## src/rtl/signed_mult_pkg.sv

```systemverilog
// signed_mult_pkg: shared types and helpers for the signed multiply sequencer.
package signed_mult_pkg;

  localparam int N_DEFAULT = 16;
  // Working width of abs_n; callers zero-extend N-bit operands into it.
  localparam int ABS_W     = 64;

  typedef enum logic [1:0] {
    IDLE  = 2'd0,
    ISSUE = 2'd1,
    WAIT  = 2'd2,
    DONE  = 2'd3
  } state_t;

  // Conditional two's-complement negate; the low N bits of the result are
  // the magnitude of an N-bit operand whose sign bit is take_neg.
  function automatic logic [ABS_W-1:0] abs_n(input logic [ABS_W-1:0] x,
                                             input logic             take_neg);
    abs_n = take_neg ? (~x + ABS_W'(1)) : x;
  endfunction

endpackage

```

## src/rtl/sign_fix.sv

```systemverilog
// sign_fix: combinational conditional negate of a W-bit product.
// A zero input stays zero when negated, so no negative zero appears.
module sign_fix #(
  parameter int W = 32
) (
  input  logic [W-1:0] x,
  input  logic         neg,
  output logic [W-1:0] y
);

  // Two's-complement negate when neg is set, pass-through otherwise.
  always_comb y = neg ? (~x + W'(1)) : x;

endmodule

```

## src/rtl/signed_mult_ctrl.sv

```systemverilog
// signed_mult_ctrl: wraps an unsigned N x N shift-add core so the CPU can
// issue signed or unsigned multiplies. Operands become magnitudes, the core
// runs, and the sign is re-applied to the 2N-bit product.
// Optional: define SIGNED_MULT_TIMEOUT_EN to add a WAIT watchdog and err out.
module signed_mult_ctrl
  import signed_mult_pkg::*;
#(
  parameter int N = N_DEFAULT
`ifdef SIGNED_MULT_TIMEOUT_EN
  , parameter int TIMEOUT_CYCLES = 4*N+8
`endif
) (
  input  logic           clk,
  input  logic           rst,
  input  logic           ena,
  input  logic           start,
  input  logic           signed_op,
  input  logic [2*N-1:0] dataA,
  input  logic [2*N-1:0] dataB,
  output logic [2*N-1:0] res,
  output logic           done,
  output logic           busy,
`ifdef SIGNED_MULT_TIMEOUT_EN
  output logic           err,
`endif
  output logic           mul_start,
  output logic [2*N-1:0] mul_dataA,
  output logic [2*N-1:0] mul_dataB,
  input  logic [2*N-1:0] mul_res,
  input  logic           mul_rdy
);

  state_t         state_q, state_d;
  logic           neg_q, neg_d;
  logic [2*N-1:0] res_q, res_d;
  logic           done_q, done_d;
  logic           busy_q, busy_d;
  logic           mul_start_q, mul_start_d;
  logic [N-1:0]   mul_a_q, mul_a_d;
  logic [N-1:0]   mul_b_q, mul_b_d;
`ifdef SIGNED_MULT_TIMEOUT_EN
  localparam int CW = $clog2(TIMEOUT_CYCLES+1);
  logic [CW-1:0]  cnt_q, cnt_d;
  logic           err_q, err_d;
`endif

  logic [N-1:0]   a_lo, b_lo, mag_a, mag_b;
  logic           sign_a, sign_b;
  logic [2*N-1:0] res_fixed;
  logic           unused_hi;

  assign a_lo      = dataA[N-1:0];
  assign b_lo      = dataB[N-1:0];
  // Upper operand halves carry no meaning for this block.
  assign unused_hi = ^{dataA[2*N-1:N], dataB[2*N-1:N]};

  // Operand signs (only in signed mode) and their magnitudes.
  always_comb begin
    sign_a = signed_op & a_lo[N-1];
    sign_b = signed_op & b_lo[N-1];
    mag_a  = N'(abs_n(ABS_W'(a_lo), sign_a));
    mag_b  = N'(abs_n(ABS_W'(b_lo), sign_b));
  end

  sign_fix #(.W(2*N)) u_sign_fix (
    .x   (mul_res),
    .neg (neg_q),
    .y   (res_fixed)
  );

  // Next-state and registered-output logic; everything holds while ena is low.
  always_comb begin
    state_d     = state_q;
    neg_d       = neg_q;
    res_d       = res_q;
    done_d      = done_q;
    busy_d      = busy_q;
    mul_start_d = mul_start_q;
    mul_a_d     = mul_a_q;
    mul_b_d     = mul_b_q;
`ifdef SIGNED_MULT_TIMEOUT_EN
    cnt_d       = cnt_q;
    err_d       = err_q;
`endif
    if (ena) begin
      done_d      = 1'b0;
      mul_start_d = 1'b0;
`ifdef SIGNED_MULT_TIMEOUT_EN
      err_d       = 1'b0;
`endif
      case (state_q)
        IDLE: if (start) begin
          mul_a_d     = mag_a;
          mul_b_d     = mag_b;
          neg_d       = sign_a ^ sign_b;
          busy_d      = 1'b1;
          mul_start_d = 1'b1;   // high for the single ISSUE cycle
          state_d     = ISSUE;
        end
        ISSUE: begin
          state_d = WAIT;
`ifdef SIGNED_MULT_TIMEOUT_EN
          cnt_d   = '0;
`endif
        end
        WAIT: begin
          if (mul_rdy) begin
            res_d   = res_fixed;
            state_d = DONE;
          end
`ifdef SIGNED_MULT_TIMEOUT_EN
          // Timeout reports straight away so done lands TIMEOUT_CYCLES after WAIT entry.
          else if (cnt_q == CW'(TIMEOUT_CYCLES-1)) begin
            res_d   = '1;
            done_d  = 1'b1;
            err_d   = 1'b1;
            busy_d  = 1'b0;
            state_d = IDLE;
          end else begin
            cnt_d = cnt_q + CW'(1);
          end
`endif
        end
        DONE: begin
          done_d  = 1'b1;
          busy_d  = 1'b0;
          state_d = IDLE;
        end
        default: state_d = IDLE;
      endcase
    end
  end

  // State registers with synchronous reset.
  always_ff @(posedge clk) begin
    if (rst) begin
      state_q     <= IDLE;
      neg_q       <= 1'b0;
      res_q       <= '0;
      done_q      <= 1'b0;
      busy_q      <= 1'b0;
      mul_start_q <= 1'b0;
      mul_a_q     <= '0;
      mul_b_q     <= '0;
`ifdef SIGNED_MULT_TIMEOUT_EN
      cnt_q       <= '0;
      err_q       <= 1'b0;
`endif
    end else begin
      state_q     <= state_d;
      neg_q       <= neg_d;
      res_q       <= res_d;
      done_q      <= done_d;
      busy_q      <= busy_d;
      mul_start_q <= mul_start_d;
      mul_a_q     <= mul_a_d;
      mul_b_q     <= mul_b_d;
`ifdef SIGNED_MULT_TIMEOUT_EN
      cnt_q       <= cnt_d;
      err_q       <= err_d;
`endif
    end
  end

  assign res       = res_q;
  assign done      = done_q;
  assign busy      = busy_q;
  assign mul_start = mul_start_q;
  assign mul_dataA = {{N{1'b0}}, mul_a_q};
  assign mul_dataB = {{N{1'b0}}, mul_b_q};
`ifdef SIGNED_MULT_TIMEOUT_EN
  assign err       = err_q;
`endif

endmodule

```

## config.mk

```make
export PLATFORM = sky130hd
export DESIGN_NAME = signed_mult_ctrl
export DESIGN_NICKNAME = d
export VERILOG_FILES = /design/src/rtl/signed_mult_pkg.sv /design/src/rtl/sign_fix.sv /design/src/rtl/signed_mult_ctrl.sv
export SDC_FILE = /design/constraint.sdc
export NUM_CORES = 1
export LEC_CHECK = 0
export BUFFER_PORTS_ARGS = -buffer_cell sky130_fd_sc_hd__buf_2
export CORE_UTILIZATION = 50
export CTS_CLUSTER_SIZE = 25
export DETAILED_ROUTE_END_ITERATION = 10
export HOLD_SLACK_MARGIN = 0.03
export PLACE_DENSITY_LB_ADDON = 0.25
export SKIP_CTS_REPAIR_TIMING = 1
export SKIP_LAST_GASP = 1
export SLEW_MARGIN = 20
export SYNTH_ARGS = -nofsm -noshare
export SYNTH_HDL_FRONTEND = slang
export SYNTH_SLANG_ARGS = --single-unit
```

## constraint.sdc

```tcl
create_clock -name clk -period 5.55 [get_ports clk]
set_input_delay 0.2775 -clock clk [delete_from_list [all_inputs] [get_ports clk]]
set_output_delay 0.2775 -clock clk [all_outputs]
set_load 0.01 [all_outputs]
```

# --- Yosys cells after proc, flatten, opt, wreduce, memory -nomap -nowiden ---
# Index checks and enable logic that the tools add are counted.
totals:
  ff_bits: 70
  latch_bits: 0
  ram_bits: 0
  romBits: 0
  input_bits: 102
  output_inout_bits: 99
  elab_cells: 39
  n_memories: 0
op_classes:
  addsub: 3
  mul: 0
  div_mod_pow: 0
  magnitude_cmp: 0
  n_eq_ne: 5
  shift: 0
  mux: 11
  bitwise_logic: 6
  n_reduce_logical: 6
ops:
  columns: ["cell", "n"]
  rows:
  - ["$add 16x1->16 const B", 2]
  - ["$add 32x1->32 const B", 1]
  - ["$mux 16", 2]
  - ["$mux 32", 1]
  - ["$not 16->16", 2]
  - ["$not 32->32", 1]
  - ["$reduce_and 3->1", 4]
  - ["$pmux 2 s4", 1]
  - ["$eq 2x2->1 const B", 2]
  - ["$mux 1", 4]
  - ["$mux 2", 2]
  - ["$ne 2x2->1 const B", 2]
  - ["$and 1x1->1", 2]
  - ["$eq 2x1->1 const B", 1]
  - ["$logic_not 2->1", 1]
  - ["$pmux 1 s2", 1]
  - ["$reduce_bool 2->1", 1]
  - ["$xor 1x1->1", 1]

# --- Depth between registers and ports, before layout ---
logic_depth:
  ltp_word: 3
  ltp_mapped: 9
  ltp_nobuf: 7

# --- Cells and area by module ---
# A second synthesis with hierarchy kept.
unflattened:
  hier_cells: 527
  area_unflattened_um2: 4245.3
by_module_without_submodules:
  columns: ["module", "instances", "cells_each", "area_per_inst_um2", "seq_area_each_um2"]
  rows:
  - ["signed_mult_ctrl", 1, 428, 3468.3, 1401.3]
  - ["sign_fix", 1, 99, 777.0, 0.0]

# --- Worst setup path before layout ---
# No wires, ideal clock.
synth_timing:
  path_type: "in2reg"
  from: "input port mul_res[6]"
  to: "register res_q[28] (netlist: res[28])"
  setup_time_ns: 0.073
  t_arrival_ns: 2.294
  required_time_ns: 5.477
  slack_ns: 3.183
  stages: 6
  n_path_buf: 1
  path_cell_list: "or4_1 or4_1 buf_2 or4b_4 o211a_1 nor3_2"
synth_between:
  elab_chain_cells: 3
synth_rtl:
  columns: ["element", "line_no", "source"]
  rows:
  - ["start: declaration", "signed_mult_ctrl.sv:29", "input logic [2*N-1:0] mul_res,"]
  - ["$not 32->32", "sign_fix.sv:12", "always_comb y = neg ? (~x + W'(1)) : x;"]
  - ["$add 32x1->32", "sign_fix.sv:12", null]
  - ["$mux 32", "sign_fix.sv:12", null]
  - ["end signal: assignment", "signed_mult_ctrl.sv:152", "res_q <= res_d;"]
  - ["end: declaration", "signed_mult_ctrl.sv:35", "logic [2*N-1:0] res_q, res_d;"]
# Every way passes these cells.
# A chain may end at the register's enable or synchronous reset.

# --- Final worst setup path ---
layout_timing:
  from: "register state_q[0]"
  to: "register res_q[29] (netlist: res[29])"
layout_between:
  elab_chain_cells: 2
layout_rtl:
  columns: ["element", "line_no", "source"]
  rows:
  - ["start: declaration", "signed_mult_ctrl.sv:33", "state_t state_q, state_d;"]
  - ["start signal: assignment", "signed_mult_ctrl.sv:150", "state_q <= state_d;"]
  - ["$eq 2x2->1", "signed_mult_ctrl.sv:91", "case (state_q)"]
  - ["$reduce_and 3->1 (no source line)", null, null]
# Every way passes these cells.

==> metrics.txt <==
I/O pin cnt=roughly 200; worst slew pin tran=approximately 1.0 ns; CTS root buf=clkbuf_8; Setup Slack @ Placement=2.84 ns; DR DRC count=0; # setup viols final=0; Clock Sinks=70; critical path class=register to register; max-slew violation count=0; Die ar.=just under 9000 um^2; Antenna Cells=0; Num CTS Buffers=9; Power Density=about 240 nW/um^2; vias in the first global route=between 3000 and 4000; synthesized cell area=4150 um^2; hold path start=mul_res[0]; die width=93.1 um; RSZ-0062 raised after global routing=no; RR Startpoint=state_q[0]; CP arrival=between 2 and 3 ns; R2R Path End=res[29]; Mapped Avg Cell Area=8.03 um^2; area occupied by multi-input gates=2430 um^2; Final WS setup=about 3 ns; Final ANT Viol Nets=0; Worst-path clk slew=around 0.080 ns; global-route wire length before repair=roughly 17000 um; sequential area share after synthesis=between 30% and 40%; area share of the largest cell type after synthesis=roughly 34%; Mapped Cells=between 500 and 600; min Tclk post-route=approximately 2.6 ns; min-delay worst type=input port to register; Post-synth EDFFs=0; flop2flop setup slack=2.99 ns; period utilization=a little under half; starting density of the core=52.6%; number of DRC markers in iteration 0=between 100 and 150; count of different cell masters after synthesis=48; nets=approximately 740; via count=a little over 4000; max-cap violations=0; Rel. slew slack=about a third; status=completed; FMAX=between 300 and 400 MHz; layout cells sized above 1=around 25%; initial antenna violation count=0; crit end category=register; Worst Hold Path Cells=3; detailed-route wire length=around 10000 um; Area Growth Syn to Fin=18.8%; routed vias/inst=approximately 5.5; GRT Resource Usage Total=23.8%; worst-path cell chain=inv_1, ha_1, and4b_1, nand2_1, or3_1, o211ai_1; DP Wirelength=just over 7000 um; critical path required time=around 5.8 ns; Worst Hold Path EP=res[0]; # rows=32; Max Fanout on Critical Path=19; Worst setup SP type=register; Worst IR Drop VDD=roughly 0.00014 V; Worst Skew=~0.011 ns; ys async rst share=0%; leading area contributor after synthesis=dfxtp_1; Leakage=about 2.1 nW; drt pass-1 iters=5; r2r worst-path depth=6; synth warn=0; Register Area=roughly 1400 um^2; drt wl/cell=13.9 um; Final Hold Viols=0; Worst path max stage delay=between 0.7 and 0.8 ns; commonest non-fill, non-tap cell in the layout=buf_2; H-tree levels=3; die extent in y=roughly 93 um; Critical Path Slowest Stage Cell=and4b_1; top cells by area, synth=dfxtp_1 (34%), a211oi_1 (6.2%), nor2_1 (6.0%); grt total ovfl=0; synthesized flop and latch total=70; setup_tns=0 ns; port bufs=about 140; maximum clock insertion buffer count=2; CTS tree=built; pin count of the biggest net entering global routing=70; Post-synth top flop=dfxtp_1; Core ar.=slightly below 8000 um^2; gpl congestion=a little over 0.8; Clock Latency Late Sink=~0.35 ns; most frequent cells in the layout=buf_2 (136), dfxtp_1 (70), nor2_1 (66); Fillers=733
layout make-up:
cell class | instances | share of cell area (%)
Clock inverter | 6 | 1.24
Multi-Input combinational cell | 394 | 49.3
Clock buffer | 10 | 2.79
Timing Repair Buffer | 139 | 14.3
Inverter | 19 | 1.45
Sequential cell | 70 | 28.4
Tap cell | 102 | 2.59
sequential cells by signal (all words and copies together), names as in the netlist:
name and count:
busy 1, done 1, mul_a_q 16, mul_b_q 16, mul_start 1, neg_q 1, res 32, state_q 2
worst max-delay path by stage:
stage                     from  endpoint  slack (ns)  depth (start not counted)
finish              state_q[0]   res[29]        2.99                          6
global route        state_q[0]   res[29]        2.78                          6
CTS                 state_q[0]   res[29]        3.03                          6
detailed placement         rst   res[29]        2.84                          6
global placement           rst   res[29]        2.88                          6
floorplan           mul_res[6]   res[28]        3.18                          6
cells in the mapped netlist (5+ instances only):
cell	count
dfxtp_1	70
nor2_1	66
a211oi_1	34
buf_4	32
clkbuf_1	28
a21oi_1	26
xnor2_1	24
nand2_1	23
inv_1	19
nor3_1	19
xor2_1	15
o21ai_0	14
or3_1	12
nor3b_1	11
or4_1	9
nand4_1	8
nor4_1	8
o211ai_1	8
a31oi_1	7
ha_1	7
o31ai_1	7
a311oi_1	6
nand3_1	6
a211o_1	5
a311o_1	5
mux2i_1	5
layer usage:
metal,wire length [um],share of wire (%),vias up,GRT usage [%]
met5,0,0,-,0
met4,152,1.5,0,9.74
met3,767,7.5,13,6.10
met2,4870,47,150,39.3
met1,4490,44,1839,29.5
li1,-,-,2041,-
cells by family after synthesis:
family | after synthesis | synth area share, %
buffers and inverters | 84 | 10.5
AOI/OAI and AO/OA | 130 | 21.8
adders and majority gates | 7 | 2.11
DFF | 70 | 33.8
other | 1 | 0.0904
and+or+nand+nor | 181 | 22.3
muxes | 5 | 1.21
xor gates and xnor gates | 39 | 8.23
critical path, delay by kind of cell, from the launching register on:
| family | cells | cell delay, ns |
|---|---|---|
| buffers and inverters | 1 | 0.11 |
| AO/OA/AOI/OAI | 1 | 0.09 |
| flip-flops | 1 | 0.32 |
| adder cells (fa/ha/maj) | 1 | 0.23 |
| AND/OR/NAND/NOR | 3 | 1.71 |
through the flow:
stage	util [%]	instances	total power [mW]	instance area, um^2	hold slack (ns)
finish	62.5	740	1.18	4930	0.182
floorplan	-	548	0.695	4270	0.390
global placement	60.0	724	0.759	4730	0.441
CTS	62.5	740	1.19	4930	0.171
global route	62.5	740	1.24	4930	0.188
detailed placement	60.0	724	0.765	4730	0.448
where the power goes:
| part | switching (mW) | leakage, nW | internal [mW] |
|---|---|---|---|
| combinational | 0.130 | 1.42 | 0.0847 |
| sequential | 0.0124 | 0.570 | 0.527 |
| clock | 0.206 | 0.102 | 0.218 |
(Power assumes the default switching activity.)
